--- config.mk ---
export PLATFORM = sky130hd
export DESIGN_NAME = mem_arbiter_flat
export DESIGN_NICKNAME = d
export VERILOG_FILES = /design/src/rtl/mem_arbiter_if.sv /design/src/rtl/mem_arbiter.sv /design/src/flat_wrapper.sv
export SDC_FILE = /design/constraint.sdc
export NUM_CORES = 1
export LEC_CHECK = 0
export CORE_AREA = 4 4 101 103
export DETAILED_ROUTE_END_ITERATION = 12
export DIE_AREA = 0 0 105 107
export MAX_ROUTING_LAYER = met4
export PLACE_DENSITY = 0.67
export SETUP_SLACK_MARGIN = 0.5
export SKIP_CTS_REPAIR_TIMING = 1
export SLEW_MARGIN = 20
export SYNTH_ARGS = -nofsm -noshare
export SYNTH_HDL_FRONTEND = slang
export SYNTH_SLANG_ARGS = --single-unit
--- constraint.sdc ---
create_clock -name CLK -period 1.55 [get_ports CLK]
set_input_delay 0.155 -clock CLK [delete_from_list [all_inputs] [get_ports CLK]]
set_output_delay 0.155 -clock CLK [all_outputs]
set_load 0.02 [all_outputs]
--- src/rtl/mem_arbiter_if.sv ---
// rtl/mem_arbiter_if.sv - requester and RAM-side signal bundle for mem_arbiter
// slave: the arbiter's view; master: the requesters plus RAM that surround it.
interface mem_arbiter_if;
  logic        iREN;
  logic [31:0] iaddr;
  logic        dREN;
  logic        dWEN;
  logic [31:0] daddr;
  logic [31:0] dstore;
  logic        ihit;
  logic        dhit;
  logic [31:0] iload;
  logic [31:0] dload;
  logic        ramREN;
  logic        ramWEN;
  logic [31:0] ramaddr;
  logic [31:0] ramstore;
  logic [31:0] ramload;
  logic        ramready;
  logic        ramerror;

  modport slave (
    input  iREN, iaddr, dREN, dWEN, daddr, dstore, ramload, ramready, ramerror,
    output ihit, dhit, iload, dload, ramREN, ramWEN, ramaddr, ramstore
  );

  modport master (
    output iREN, iaddr, dREN, dWEN, daddr, dstore, ramload, ramready, ramerror,
    input  ihit, dhit, iload, dload, ramREN, ramWEN, ramaddr, ramstore
  );
endinterface

--- src/rtl/mem_arbiter.sv ---
// rtl/mem_arbiter.sv - single-port RAM arbiter between instruction and data requesters
// ARB_FAIR_EN: when defined, instruction fetches win after DSTARVE_MAX back-to-back data grants.
module mem_arbiter #(
  parameter int DSTARVE_MAX = 4
) (
  input  logic          CLK,
  input  logic          RST,
  mem_arbiter_if.slave  bus
);

  localparam logic [1:0] IDLE   = 2'd0;
  localparam logic [1:0] IGRANT = 2'd1;
  localparam logic [1:0] DGRANT = 2'd2;

  logic [1:0] state_q;
  logic [1:0] state_d;
  logic       d_req;
  logic       ram_ok;
  logic       ihit;
  logic       dhit;
  logic       i_first;

  assign d_req  = bus.dREN | bus.dWEN;
  assign ram_ok = bus.ramready & ~bus.ramerror;
  assign ihit   = (state_q == IGRANT) & ram_ok;
  assign dhit   = (state_q == DGRANT) & ram_ok;

`ifdef ARB_FAIR_EN
  localparam int CNT_W = ($clog2(DSTARVE_MAX + 1) > 3) ? $clog2(DSTARVE_MAX + 1) : 3;
  localparam logic [CNT_W-1:0] CNT_MAX = CNT_W'(DSTARVE_MAX);

  logic [CNT_W-1:0] dcnt_q;
  logic [CNT_W-1:0] dcnt_d;

  // Counts data wins only while a fetch is actually waiting.
  always_comb begin
    dcnt_d = dcnt_q;
    if (!bus.iREN || ihit) begin
      dcnt_d = '0;
    end else if (dhit && (dcnt_q != CNT_MAX)) begin
      dcnt_d = dcnt_q + CNT_W'(1);
    end
  end

  always_ff @(posedge CLK or posedge RST) begin
    if (RST) begin
      dcnt_q <= '0;
    end else begin
      dcnt_q <= dcnt_d;
    end
  end

  assign i_first = bus.iREN & (dcnt_q == CNT_MAX);
`else
  logic unused_dstarve;
  assign unused_dstarve = (DSTARVE_MAX != 0);
  assign i_first        = 1'b0;
`endif

  // A grant ends on its hit or when its requester withdraws; errors keep it.
  always_comb begin
    state_d = state_q;
    case (state_q)
      IDLE: begin
        if (d_req && !i_first) begin
          state_d = DGRANT;
        end else if (bus.iREN) begin
          state_d = IGRANT;
        end
      end
      IGRANT: begin
        if (ihit || !bus.iREN) begin
          state_d = IDLE;
        end
      end
      DGRANT: begin
        if (dhit || !d_req) begin
          state_d = IDLE;
        end
      end
      default: state_d = IDLE;
    endcase
  end

  always_ff @(posedge CLK or posedge RST) begin
    if (RST) begin
      state_q <= IDLE;
    end else begin
      state_q <= state_d;
    end
  end

  always_comb begin
    bus.ramREN   = 1'b0;
    bus.ramWEN   = 1'b0;
    bus.ramaddr  = '0;
    bus.ramstore = '0;
    case (state_q)
      IGRANT: begin
        bus.ramREN  = 1'b1;
        bus.ramaddr = bus.iaddr;
      end
      DGRANT: begin
        bus.ramREN   = bus.dREN;
        bus.ramWEN   = bus.dWEN;
        bus.ramaddr  = bus.daddr;
        bus.ramstore = bus.dstore;
      end
      default: begin
      end
    endcase
  end

  assign bus.ihit  = ihit;
  assign bus.dhit  = dhit;
  assign bus.iload = ihit ? bus.ramload : '0;
  assign bus.dload = dhit ? bus.ramload : '0;

endmodule
--- src/flat_wrapper.sv ---
// flat-port wrapper written by rule: the top's interface ports become plain ports
module mem_arbiter_flat 
#(
  parameter int DSTARVE_MAX = 4
)
  (CLK, RST, bus_iREN, bus_iaddr, bus_dREN, bus_dWEN, bus_daddr, bus_dstore, bus_ramload, bus_ramready, bus_ramerror, bus_ihit, bus_dhit, bus_iload, bus_dload, bus_ramREN, bus_ramWEN, bus_ramaddr, bus_ramstore);
  mem_arbiter_if bus_i ();
  input  logic CLK;
  input  logic RST;
  input wire logic [$bits(bus_i.iREN)-1:0] bus_iREN;
  input wire logic [$bits(bus_i.iaddr)-1:0] bus_iaddr;
  input wire logic [$bits(bus_i.dREN)-1:0] bus_dREN;
  input wire logic [$bits(bus_i.dWEN)-1:0] bus_dWEN;
  input wire logic [$bits(bus_i.daddr)-1:0] bus_daddr;
  input wire logic [$bits(bus_i.dstore)-1:0] bus_dstore;
  input wire logic [$bits(bus_i.ramload)-1:0] bus_ramload;
  input wire logic [$bits(bus_i.ramready)-1:0] bus_ramready;
  input wire logic [$bits(bus_i.ramerror)-1:0] bus_ramerror;
  output wire logic [$bits(bus_i.ihit)-1:0] bus_ihit;
  output wire logic [$bits(bus_i.dhit)-1:0] bus_dhit;
  output wire logic [$bits(bus_i.iload)-1:0] bus_iload;
  output wire logic [$bits(bus_i.dload)-1:0] bus_dload;
  output wire logic [$bits(bus_i.ramREN)-1:0] bus_ramREN;
  output wire logic [$bits(bus_i.ramWEN)-1:0] bus_ramWEN;
  output wire logic [$bits(bus_i.ramaddr)-1:0] bus_ramaddr;
  output wire logic [$bits(bus_i.ramstore)-1:0] bus_ramstore;
  assign bus_i.iREN = bus_iREN;
  assign bus_i.iaddr = bus_iaddr;
  assign bus_i.dREN = bus_dREN;
  assign bus_i.dWEN = bus_dWEN;
  assign bus_i.daddr = bus_daddr;
  assign bus_i.dstore = bus_dstore;
  assign bus_i.ramload = bus_ramload;
  assign bus_i.ramready = bus_ramready;
  assign bus_i.ramerror = bus_ramerror;
  assign bus_ihit = bus_i.ihit;
  assign bus_dhit = bus_i.dhit;
  assign bus_iload = bus_i.iload;
  assign bus_dload = bus_i.dload;
  assign bus_ramREN = bus_i.ramREN;
  assign bus_ramWEN = bus_i.ramWEN;
  assign bus_ramaddr = bus_i.ramaddr;
  assign bus_ramstore = bus_i.ramstore;
  mem_arbiter #(.DSTARVE_MAX(DSTARVE_MAX)) u_core (.CLK(CLK), .RST(RST), .bus(bus_i));
endmodule
==> impl_metrics.py <==
metrics = {
    "timing": {
        "worst_slew_pin_slew_ns": 0.263,
        "slew_viol_final": 0,
        "post-route-period-util": 1.14,
        "finalWorstSetupSlack_ns": -0.211,
        "layout_min_cycle_time_ns": 1.76,
        "slew_headroom": 0.824,
        "rsz0062_at_grt": "yes",
        "clock.fmax_ghz": 0.568,
        "hold_violations": 0,
        "fin_skew_ns": 0.00465,
        "finalSetupViolCount": 134,
    },
    "worst_setup_path": {
        "crit_arrival_ns": 1.61,
        "cpPeakStageDelay_ns": 0.39,
        "path_max_fanout": 6,
        "crit_type": "register to output port",
        "path_cells": "buf_6 -> ha_4 -> buf_12 -> clkbuf_16 -> a22oi_2 -> nor2b_4 -> buf_6",
        "cpMaxStageDelayCell": "dfrtp_1",
        "critPathLaunchType": "register",
        "cp_common_cell": "buf_6",
        "required_ns": 1.39,
        "endpoint_kind": "output port",
        "ff2ff_path_depth": 8,
    },
    "logic_synthesis": {
        "synth_flop_cell": "dfrtp_1",
        "synth_area_leader_cell": "and3_1",
        "synth_edf_count": 0,
        "synth.area.top_cells": "and3_1 (29%), a22oi_1 (18%), and2_1 (16%)",
        "yosysMostFrequentCell": "and3_1",
        "synth_xor_area_frac": 0,
        "synthAdderAreaFrac": 0.0274,
        "yosysWarnings": 0,
        "synth_fp_nets": 350,
        "synth_top_family_by_area": "simple AND/OR/NAND/NOR gates",
        "synth-compound-area-share": 0.209,
        "synthCells": 212,
        "ys_seq_area_frac": 0.0365,
        "synth_top_area_share": 0.292,
        "ys_types": 20,
        "ys_async_sr_fraction": 1.00,
        "synth_common_cells": "and3_1 (64), and2_1 (35), nor2b_1 (34)",
        "synth_mux_area_frac": 0,
        "yosys.area_share.simple": 0.625,
        "syn_avg_cell_area_um2": 6.47,
        "syn_area_um2": 1370,
        "synth_seq_cells": 2,
    },
    "global_route": {
        "overflow": 0,
        "grt_pass1_vias": 2611,
        "grt_max_degree": 49,
        "grtUsageTotal": 0.163,
        "grt_pass1_wl_um": 14300,
        "antenna_found_initial": 0,
    },
    "floorplan": {
        "fp.dieW_um": 105,
        "dieArea_um2": 11200,
        "initial_core_util": 0.149,
        "ios": 267,
        "fp.dieH_um": 107,
        "rows": 35,
        "design.core.area_um2": 9200,
    },
    "power_and_ir_drop": {
        "pwr-share-seq": 0.015,
        "switching_share": 0.451,
        "pwr-share-comb": 0.953,
        "power_w": 0.00648,
        "powerDensity_nw_per_um2": 1330,
        "p_int_w": 0.00356,
        "p_leak_nw": 2.13,
        "p_sw_w": 0.00292,
        "p_clk_frac": 0.032,
        "ir_worst_vdd_uv": 836,
    },
    "route": {
        "drt_iter0_markers": 55,
        "wire_per_inst_um": 18.8,
        "via_per_inst": 4.53,
        "vias": 2696,
        "antenna_left": 0,
        "drtPass1Iterations": 3,
        "routed_wl_um": 11200,
        "drc": 0,
    },
    "layout": {
        "fill_cells": 886,
        "layout.cells.non_filler": 595,
        "area_growth_pct": 257,
        "largest_register_ffs": 2,
        "regMostFlops": "u_core.state_q",
        "final-seq-area_um2": 50.0,
        "multi_input_area_um2": 1850,
        "reg_top3": "u_core.state_q (2)",
        "antenna_cells": 0,
        "nNetsFinal": 624,
        "layout-drive-gt1-share": 0.694,
    },
    "place": {
        "port_buffers": 266,
        "dpl.cell_count": 574,
        "hpwl_um": 8370,
        "globalplace.congestion": 0.829,
    },
    "clock_tree": {
        "clk_latency_ns": 0.21,
        "cts-root-buf": "clkbuf_8",
        "cts_buffer_depth": 2,
        "cts_buffers": 3,
        "cts.sinks": 2,
        "cts_tree": "built",
        "htreeDepth": 1,
        "cts.clk_slew.worst_paths_ns": 0.03,
    },
    "outcome": {
        "violations": "negative setup slack",
        "outcome": "finished with violations",
    },
    "run": {
        "drv_cap": 0,
    },
    "min_path": {
        "hold_path.class": "input port to async pin",
    },
}
[path summary, 6_finish.rpt]
check	to	from	slack [ns]
min in group CLK	u_core.state_q[1]	u_core.state_q[1]	0.59
min reg2reg	u_core.state_q[1]	u_core.state_q[1]	0.59
max reg2reg	u_core.state_q[0]	u_core.state_q[1]	-0.05
max	bus_ramaddr[6]	u_core.state_q[1]	-0.21
min	u_core.state_q[0]	RST	0.09
max in group asynchronous	u_core.state_q[1]	RST	1.34
[logic make-up (layout without fill, tap and decap cells)]
logic type / count (synthesis) / in the layout
and+or+nand+nor: 136 / 136
buffers and inverters: 31 / 303
adders and majority gates: 3 / 3
DFF: 2 / 2
AOI/OAI and AO/OA: 40 / 40
[final cells by class]
class                      instances  area share
timing repair buffer             297       0.573
multi-input combinational        179       0.378
tap                              111      0.0284
sequential                         2      0.0102
clock buffer                       3     0.00844
inverter                           3     0.00230
[metrics by stage]
| stage | instance area (um^2) | worst slack (ns) | TNS (ns) | hold WS, ns | utilization |
|---|---|---|---|---|---|
| after floorplan | 1970 | 0.207 | 0 | -0.104 | - |
| after global placement | 4720 | -0.456 | -47.98 | 0.318 | 0.513 |
| after detailed placement | 4720 | -0.492 | -51.33 | 0.327 | 0.513 |
| after CTS | 4760 | -0.638 | -71.26 | 0.0962 | 0.517 |
| after global routing | 4890 | -0.258 | -22.01 | 0.109 | 0.532 |
| final | 4890 | -0.211 | -14.98 | 0.0943 | 0.532 |
[routing by layer]
| metal | part of all wire | vias to the layer above | GRT usage |
|---|---|---|---|
| met4 | 0.014 | 0 | 0.0262 |
| met5 | 0 | - | - |
| met1 | 0.39 | 1218 | 0.175 |
| met2 | 0.52 | 163 | 0.309 |
| met3 | 0.067 | 14 | 0.0379 |
| li1 | - | 1301 | - |
[cell usage in the layout (no fill, tap or decap), types with 4 or more instances in the layout]
cell / n
a22oi_2: 32
and2_4: 34
and3_2: 6
and3_4: 58
buf_12: 10
buf_2: 14
buf_4: 36
buf_6: 38
buf_8: 4
clkbuf_16: 6
clkbuf_2: 53
clkdlybuf4s50_1: 134
nor2b_2: 32
[power by group through the flow]
| stage | Combinational (W) | Clock [W] | Sequential (W) |
|---|---|---|---|
| final | 0.00618 | 0.000206 | 0.0000959 |
| after CTS | 0.00517 | 0.000213 | 0.0000942 |
| after detailed placement | 0.00514 | 0 | 0.0000951 |
| after floorplan | 0.00318 | 0 | 0.0000889 |
| after global routing | 0.00656 | 0.000221 | 0.0000975 |
| after global placement | 0.00511 | 0 | 0.0000938 |
[worst max-delay path: cells and delay by family (launching register included)]
kind	cells	cell delay (ns)
buffers and inverters	4	0.54
DFF	1	0.39
AOI/OAI and AO/OA	1	0.22
adders and majority gates	1	0.17
and+or+nand+nor	1	0.06
No activity file was read; power rests on OpenSTA's default activity.
